--- src/rtl/gfx_pkg.sv ---
// Shared constants, plane word type and bit-reverse helper for the graphics plane shifter.
package gfx_pkg;

  localparam int unsigned GFX_PLANE_W = 8;

  typedef logic [GFX_PLANE_W-1:0] plane_word_t;

  function automatic plane_word_t bit_reverse(input plane_word_t v);
    plane_word_t r;
    for (int i = 0; i < GFX_PLANE_W; i++) begin
      r[i] = v[GFX_PLANE_W-1-i];
    end
    return r;
  endfunction

endpackage

--- src/rtl/ttl_74166_sync.sv ---
// One bitplane of a synchronous 74LS166: parallel load / shift towards MSB, QH = MSB.
module ttl_74166_sync
  import gfx_pkg::*;
#(
  parameter int unsigned WIDTH = GFX_PLANE_W
) (
  input  logic             Clk,
  input  logic             RESETn,
  input  logic             load_en,
  input  logic             shift_en,
  input  logic [WIDTH-1:0] D,
  input  logic             SER,
  output logic             QH
);

  logic [WIDTH-1:0] shreg;
  logic [WIDTH-1:0] shift_next;

  // Built by shift-then-patch so WIDTH == 1 needs no special slice.
  always_comb begin
    shift_next    = shreg << 1;
    shift_next[0] = SER;
  end

  always_ff @(posedge Clk) begin
    if (!RESETn) begin
      shreg <= '0;
    end else if (load_en) begin
      shreg <= D;
    end else if (shift_en) begin
      shreg <= shift_next;
    end
  end

  assign QH = shreg[WIDTH-1];

endmodule

--- src/rtl/gfx_plane_shifter.sv ---
// Multi-plane pixel serializer with Cen edge detect, fill counter and reload request.
// Optional horizontal flip at load enabled by defining GFX_PLANE_SHIFTER_FLIP_EN.
module gfx_plane_shifter
  import gfx_pkg::*;
#(
  parameter int unsigned PLANES = 3,
  parameter int unsigned WIDTH  = GFX_PLANE_W
) (
  input  logic                    Clk,
  input  logic                    RESETn,
  input  logic                    Cen,
  input  logic                    LOADn,
  input  logic                    INH,
`ifdef GFX_PLANE_SHIFTER_FLIP_EN
  input  logic                    FLIP,
`endif
  input  logic [PLANES*WIDTH-1:0] D,
  input  logic [PLANES-1:0]       SER,
  output logic [PLANES-1:0]       Q,
  output logic                    EMPTY,
  output logic                    LOAD_REQ
);

  localparam int unsigned CW = $clog2(WIDTH + 1);
  localparam logic [CW-1:0] CntFull = CW'(WIDTH);
  localparam logic [CW-1:0] CntLast = CW'(WIDTH - 1);

  logic          last_cen;
  logic          cen_rise;
  logic          load_en;
  logic          shift_en;
  logic [CW-1:0] cnt;
  logic [CW-1:0] cnt_next;

  assign cen_rise = Cen & ~last_cen;
  assign load_en  = cen_rise & ~INH & ~LOADn;
  assign shift_en = cen_rise & ~INH & LOADn;

  always_comb begin
    cnt_next = cnt;
    if (load_en) begin
      cnt_next = '0;
    end else if (shift_en && cnt != CntFull) begin
      cnt_next = cnt + CW'(1);
    end
  end

  // last_cen resets high so a Cen already high at release is not an edge.
  always_ff @(posedge Clk) begin
    if (!RESETn) begin
      last_cen <= 1'b1;
      cnt      <= CntFull;
      LOAD_REQ <= 1'b0;
    end else begin
      last_cen <= Cen;
      cnt      <= cnt_next;
      LOAD_REQ <= (load_en | shift_en) && (cnt_next == CntLast);
    end
  end

  assign EMPTY = (cnt == CntFull);

  for (genvar p = 0; p < PLANES; p++) begin : g_plane
    logic [WIDTH-1:0] d_plane;
    logic [WIDTH-1:0] d_load;

    assign d_plane = D[p*WIDTH +: WIDTH];

`ifdef GFX_PLANE_SHIFTER_FLIP_EN
    logic [WIDTH-1:0] d_rev;
    if (WIDTH == GFX_PLANE_W) begin : g_rev_pkg
      assign d_rev = bit_reverse(d_plane);
    end else begin : g_rev_loop
      for (genvar i = 0; i < WIDTH; i++) begin : g_bit
        assign d_rev[i] = d_plane[WIDTH-1-i];
      end
    end
    assign d_load = FLIP ? d_rev : d_plane;
`else
    assign d_load = d_plane;
`endif

    ttl_74166_sync #(
      .WIDTH(WIDTH)
    ) u_plane (
      .Clk     (Clk),
      .RESETn  (RESETn),
      .load_en (load_en),
      .shift_en(shift_en),
      .D       (d_load),
      .SER     (SER[p]),
      .QH      (Q[p])
    );
  end

endmodule
--- config.mk ---
export PLATFORM = sky130hd
export DESIGN_NAME = gfx_plane_shifter
export DESIGN_NICKNAME = d
export VERILOG_FILES = /design/src/rtl/gfx_pkg.sv /design/src/rtl/ttl_74166_sync.sv /design/src/rtl/gfx_plane_shifter.sv
export SDC_FILE = /design/constraint.sdc
export NUM_CORES = 1
export LEC_CHECK = 0
export CAP_MARGIN = 10
export CORE_MARGIN = 5
export CORE_UTILIZATION = 35
export DETAILED_ROUTE_END_ITERATION = 8
export GPL_TIMING_DRIVEN = 0
export MAX_ROUTING_LAYER = met4
export SYNTH_ARGS = -nofsm -noshare
export SYNTH_HDL_FRONTEND = slang
export SYNTH_SLANG_ARGS = --single-unit
--- constraint.sdc ---
create_clock -name Clk -period 3.4 [get_ports Clk]
set_clock_uncertainty 0.2 [all_clocks]
set_input_delay 1.02 -clock Clk [delete_from_list [all_inputs] [get_ports Clk]]
set_output_delay 1.02 -clock Clk [all_outputs]
set_load 0.005 [all_outputs]
* Word-level counts from Yosys, hierarchy flattened
Index checks and enable logic that the tools add are counted.
Storage, ports and cells: register bits after elaboration 30, logic and storage cells 29, bits of input ports 32
Cells by class: muxes and demuxes 8, bitwise gates (word level) 8, equality and inequality tests 3, reduce and logical (&&, ||, !) cells 3, add/subtract/negate cells 1
Operators with widths (count):
- 8-bit two-way mux | 6
- 4-bit two-way mux | 2
- 4-bit by 1-bit adder with 4-bit output, second input constant | 1
- 1-bit AND | 4
- 4-bit by 3-bit equality test with 1-bit output, second input constant | 1
- 4-bit equality test, second input constant | 1
- 4-bit != test, second input constant | 1
- 1-bit inverter | 3
- 1-bit logical AND | 2
- 2-bit nonzero test | 1
- 1-bit OR | 1

* Logic depth before layout (Yosys ltp)
depth in word-level cells 9, mapped depth 7, depth with buffers taken out 7

* Cells and area by module
From an unflattened synthesis, not the netlist that was laid out.
Second synthesis, totals: cells, all modules 149, area total of the unflattened synthesis 1697.9 µm²
By module, submodules not included:
- ttl_74166_sync | cells an instance 35, area an instance 440.4 µm², times used 3
- gfx_plane_shifter | cells an instance 44, area an instance 376.6 µm², times used 1

* Worst setup path after synthesis
Ideal clock, no wire load.
path type input to register, start input INH, end register LOAD_REQ, slack 1.001 ns, buffers on the path 0, data arrival time 2.111 ns, required time 3.113 ns, stages 4, path through nor3b_2 -> nand2_1 -> or4_1 -> nor4b_2
On the way: longest elaborated chain between the ends 8, elaborated cells on any way between the ends 10, classes of those cells eq/ne (1); mux (2); bitwise (5); reduce/logical (2)
Ends and longest elaborated chain:
- start: declaration | line gfx_plane_shifter.sv:13 | input logic INH,
- 1-bit inverter (*) | line gfx_plane_shifter.sv:36, gfx_plane_shifter.sv:37
- 1-bit AND (*) | line gfx_plane_shifter.sv:36, gfx_plane_shifter.sv:37
- 1-bit AND | line gfx_plane_shifter.sv:37 | assign shift_en = cen_rise & ~INH & LOADn;
- 1-bit logical AND | line gfx_plane_shifter.sv:43 | end else if (shift_en && cnt != CntFull) begin
- 4-bit two-way mux | line gfx_plane_shifter.sv:43
- 4-bit two-way mux | line gfx_plane_shifter.sv:41 | if (load_en) begin
- 4-bit by 3-bit equality test with 1-bit output | line gfx_plane_shifter.sv:57 | LOAD_REQ <= (load_en | shift_en) && (cnt_next == CntLast);
- 1-bit logical AND (*) | line gfx_plane_shifter.sv:57
- end signal: assignment | line gfx_plane_shifter.sv:57
- end: declaration | line gfx_plane_shifter.sv:21 | output logic LOAD_REQ
Mark *: on every way between the ends. The rest lies on a longest branch, timed or not. A chain may end at the register's enable or synchronous reset.

* Worst setup path in the final report
start input Cen, end register g_plane[2].u_plane.shreg[3]
On the way: longest elaborated chain between the ends 4, elaborated cells on any way between the ends 6, classes of those cells mux (1); bitwise (4); reduce/logical (1)
Ends and longest elaborated chain:
- start: declaration | line gfx_plane_shifter.sv:11 | input logic Cen,
- 1-bit AND (*) | line gfx_plane_shifter.sv:35 | assign cen_rise = Cen & ~last_cen;
- 1-bit AND (*) | line gfx_plane_shifter.sv:36, gfx_plane_shifter.sv:37
- 1-bit AND (on tied branches) | line gfx_plane_shifter.sv:36, gfx_plane_shifter.sv:37
- 8-bit two-way mux or 2-bit nonzero test (tied branches)
- end signal: assignment | line ttl_74166_sync.sv:31 | shreg <= shift_next;
- end: declaration | line ttl_74166_sync.sv:16 | logic [WIDTH-1:0] shreg;
Marks and branches as above.

==> results.md <==
* Run status: finished, final reports clean
* Dpl hpwl at 2420 um
* Yosys warning total at 0
* Pin count of the biggest net entering global routing at 11
* Detailed-route wire length per cell at 13.4 um
* Post-route cell area at 1890 um^2
* Worst setup path class: in -> reg
* PnR worst setup slack at 0.507 ns
* Final TNS setup at 0 ns
* CP delay by family, top: buffers and inverters
* Hold Fails Final Rpt at 0
* Largest cells by area after synthesis: dfxtp_1 (43%), mux2i_1 (18%), a211oi_1 (13%), nor2_1 (7.2%), clkbuf_1 (2.1%)
* Inst Count DP at 236
* First-pass GRT wire length at 5510 um
* Worst path max stage delay at 0.48 ns
* CORE AREA at 3940 um^2
* RSZ-0062 raised after global routing: no
* Grt ovf at 0
* Die Wd at 73.2 um
* Share of cells above drive strength 1 at 0.0781
* Top-area cell type share of the netlist area at 0.429
* Post-CTS sizing at 0
* # H-tree levels at 2
* Worst hold path type: reg -> reg
* Min cycle time layout at 2.89 ns
* Worst-skew pair later-pin latency at 0.28 ns
* Gr usage total at 0.137
* Number of post-CTS setup repair buffers at 0
* Synth Register Bits at 30
* Maximum vdd drop at 0.219 mV
* Final worst-path cycle share at 0.851
* Unique masters post-synth at 25
* Most used cell, CP: clkbuf_1
* Critical path buffer and inverter count at 3
* Pleak at 0.694 nW
* Worst-path maximum fanout at 10
* ANT nets after route at 0
* TritonCTS Buffers at 5
* Slew Viols, Final at 0
* Post-DP Area at 1810 um^2
* Routability cong. at 0.759
* Syn Inst Count at 151
* Final setup violation count at 0
* Non-Filler Instances at 242
* Clock sinks at 30
* Nets at 227
* Pre-CTS WS at 0.200 ns
* Total of max-cap violations at 0
* Antenna violations before repair at 0
* CP Launch Type: primary input
* Register area share after synthesis at 0.429
* Area grow syn2layout at 35.4%
* Initial drt markers at 57
* WP data arrival at 2.83 ns
* Critical Path RT at 3.34 ns
* Post-Syn Area at 1400 um^2
* Syn avg cell area at 9.26 um^2
* Slew @ Worst Pin at 0.477 ns
* Routed vias/inst at 5.02
* Total power at 0.745 mW
* Hold_buf cts at 0
* Pwr dens at 393 nW/um^2
* Reg clk slew, reported paths at 0.06 ns
* Routed WL at 3240 um
* Routed vias at 1215
* Rows at 23
* Pre-antenna DRT Iters at 4
* CTS max path bufs at 2
* Root Driver: clkbuf_8
* Syn_nets at 185
* Endpoint type of the worst setup path: flip-flop
* Worst path slowest cell: clkdlybuf4s50_1
* Fmax at 346 MHz
* Port Buffers at 35
* I/O pins at 37
* Slew headroom at 0.682
* Die Area at 5360 um^2
* Area leader, netlist: dfxtp_1
* CTS tree: built
* Initial Util at 0.355
* Vias in the first global route at 1176
* Die height at 73.2 um
* DR DRC count at 0
* # diodes at 0
* Crit-path cells: clkdlybuf4s50_1 > nor3b_2 > clkbuf_1 > clkbuf_1 > a211oi_1
==> layer usage <==
layer  routed length (um)  global-route usage  vias to the layer above
met4                   71              0.0738                        0
met3                  178              0.0358                        7
li1                     -                   -                      619
met5                    0                   -                        -
met2                 1590               0.205                       29
met1                 1400               0.169                      560
==> registers in the layout (all words and copies together), names as in the netlist <==
signal / cells
LOAD_REQ: 1
cnt: 4
g_plane.u_plane.shreg: 24
last_cen: 1
==> stage by stage <==
| step | utilization | hold slack [ns] |
|---|---|---|
| after floorplan | - | 0.278 |
| after global placement | 0.460 | 0.287 |
| after detailed placement | 0.460 | 0.291 |
| after CTS | 0.480 | 0.299 |
| after global routing | 0.480 | 0.312 |
| final | 0.480 | 0.298 |
==> worst register-to-register path, delay by kind of cell, from the launching register on <==
kind	cells	cell delay (ns)
multiplexers	1	0.09
adder cells (fa/ha/maj)	1	0.20
buffers and inverters	1	0.10
AND/OR/NAND/NOR	3	0.93
flip-flops	1	0.38
==> report_power, final <==
group / switching, mW / total [mW] / internal (mW)
combinational: 0.0393 / 0.0970 / 0.0577
sequential: 0.00574 / 0.368 / 0.363
clock: 0.124 / 0.279 / 0.156
==> worst paths after layout <==
check                                                  from                          end  slack, ns  cells after the start
worst max-delay path                                    Cen  g_plane[2].u_plane.shreg[3]       0.51                      5
worst min-delay path            g_plane[1].u_plane.shreg[4]  g_plane[1].u_plane.shreg[4]       0.30                      2
worst max register to register                       cnt[0]                     LOAD_REQ       1.42                      6
worst min register to register  g_plane[1].u_plane.shreg[4]  g_plane[1].u_plane.shreg[4]       0.30                      2
==> cells in the mapped netlist (all sizes together) <==
cell type	number
o22ai	2
clkinv	1
inv	4
mux2i	25
or4	1
a31oi	1
clkbuf	8
nor3b	1
nand3b	1
nor4b	1
buf	6
nor2	27
a41oi	1
or3b	1
o21ai	1
nand3	4
a31o	1
nand2	5
and2	2
a211oi	24
dfxtp	30
nand2b	1
nor3	1
ha	2
==> cell families (layout without fill, tap and decap cells) <==
group	count (synthesis)	after routing	synth area share
DFF	30	30	0.429
buffers and inverters	19	60	0.0617
muxes	25	25	0.179
AOI/OAI and AO/OA	30	30	0.158
and+or+nand+nor	45	45	0.154
adders and majority gates	2	2	0.0179
==> layout by cell type, fill, tap and decap left out, drive strengths merged, types with 2 or more instances in the layout <==
master | netlist | layout
mux2i | 25 | 25
buf | 6 | 6
nand2 | 5 | 5
inv | 4 | 4
ha | 2 | 2
o22ai | 2 | 2
clkdlybuf4s50 | 0 | 35
dfxtp | 30 | 30
clkbuf | 8 | 14
nor2 | 27 | 27
a211oi | 24 | 24
and2 | 2 | 2
nand3 | 4 | 4
==> area by class of cell <==
type | count | area, um^2
inverter | 5 | 18.8
sequential | 30 | 601
timing repair buffer | 35 | 350
buffer | 14 | 67.6
fill | 359 | 2050
clock buffer | 6 | 82.6
multi-input combinational | 102 | 712
tap | 50 | 62.6
No activity file was read; power rests on OpenSTA's default activity.
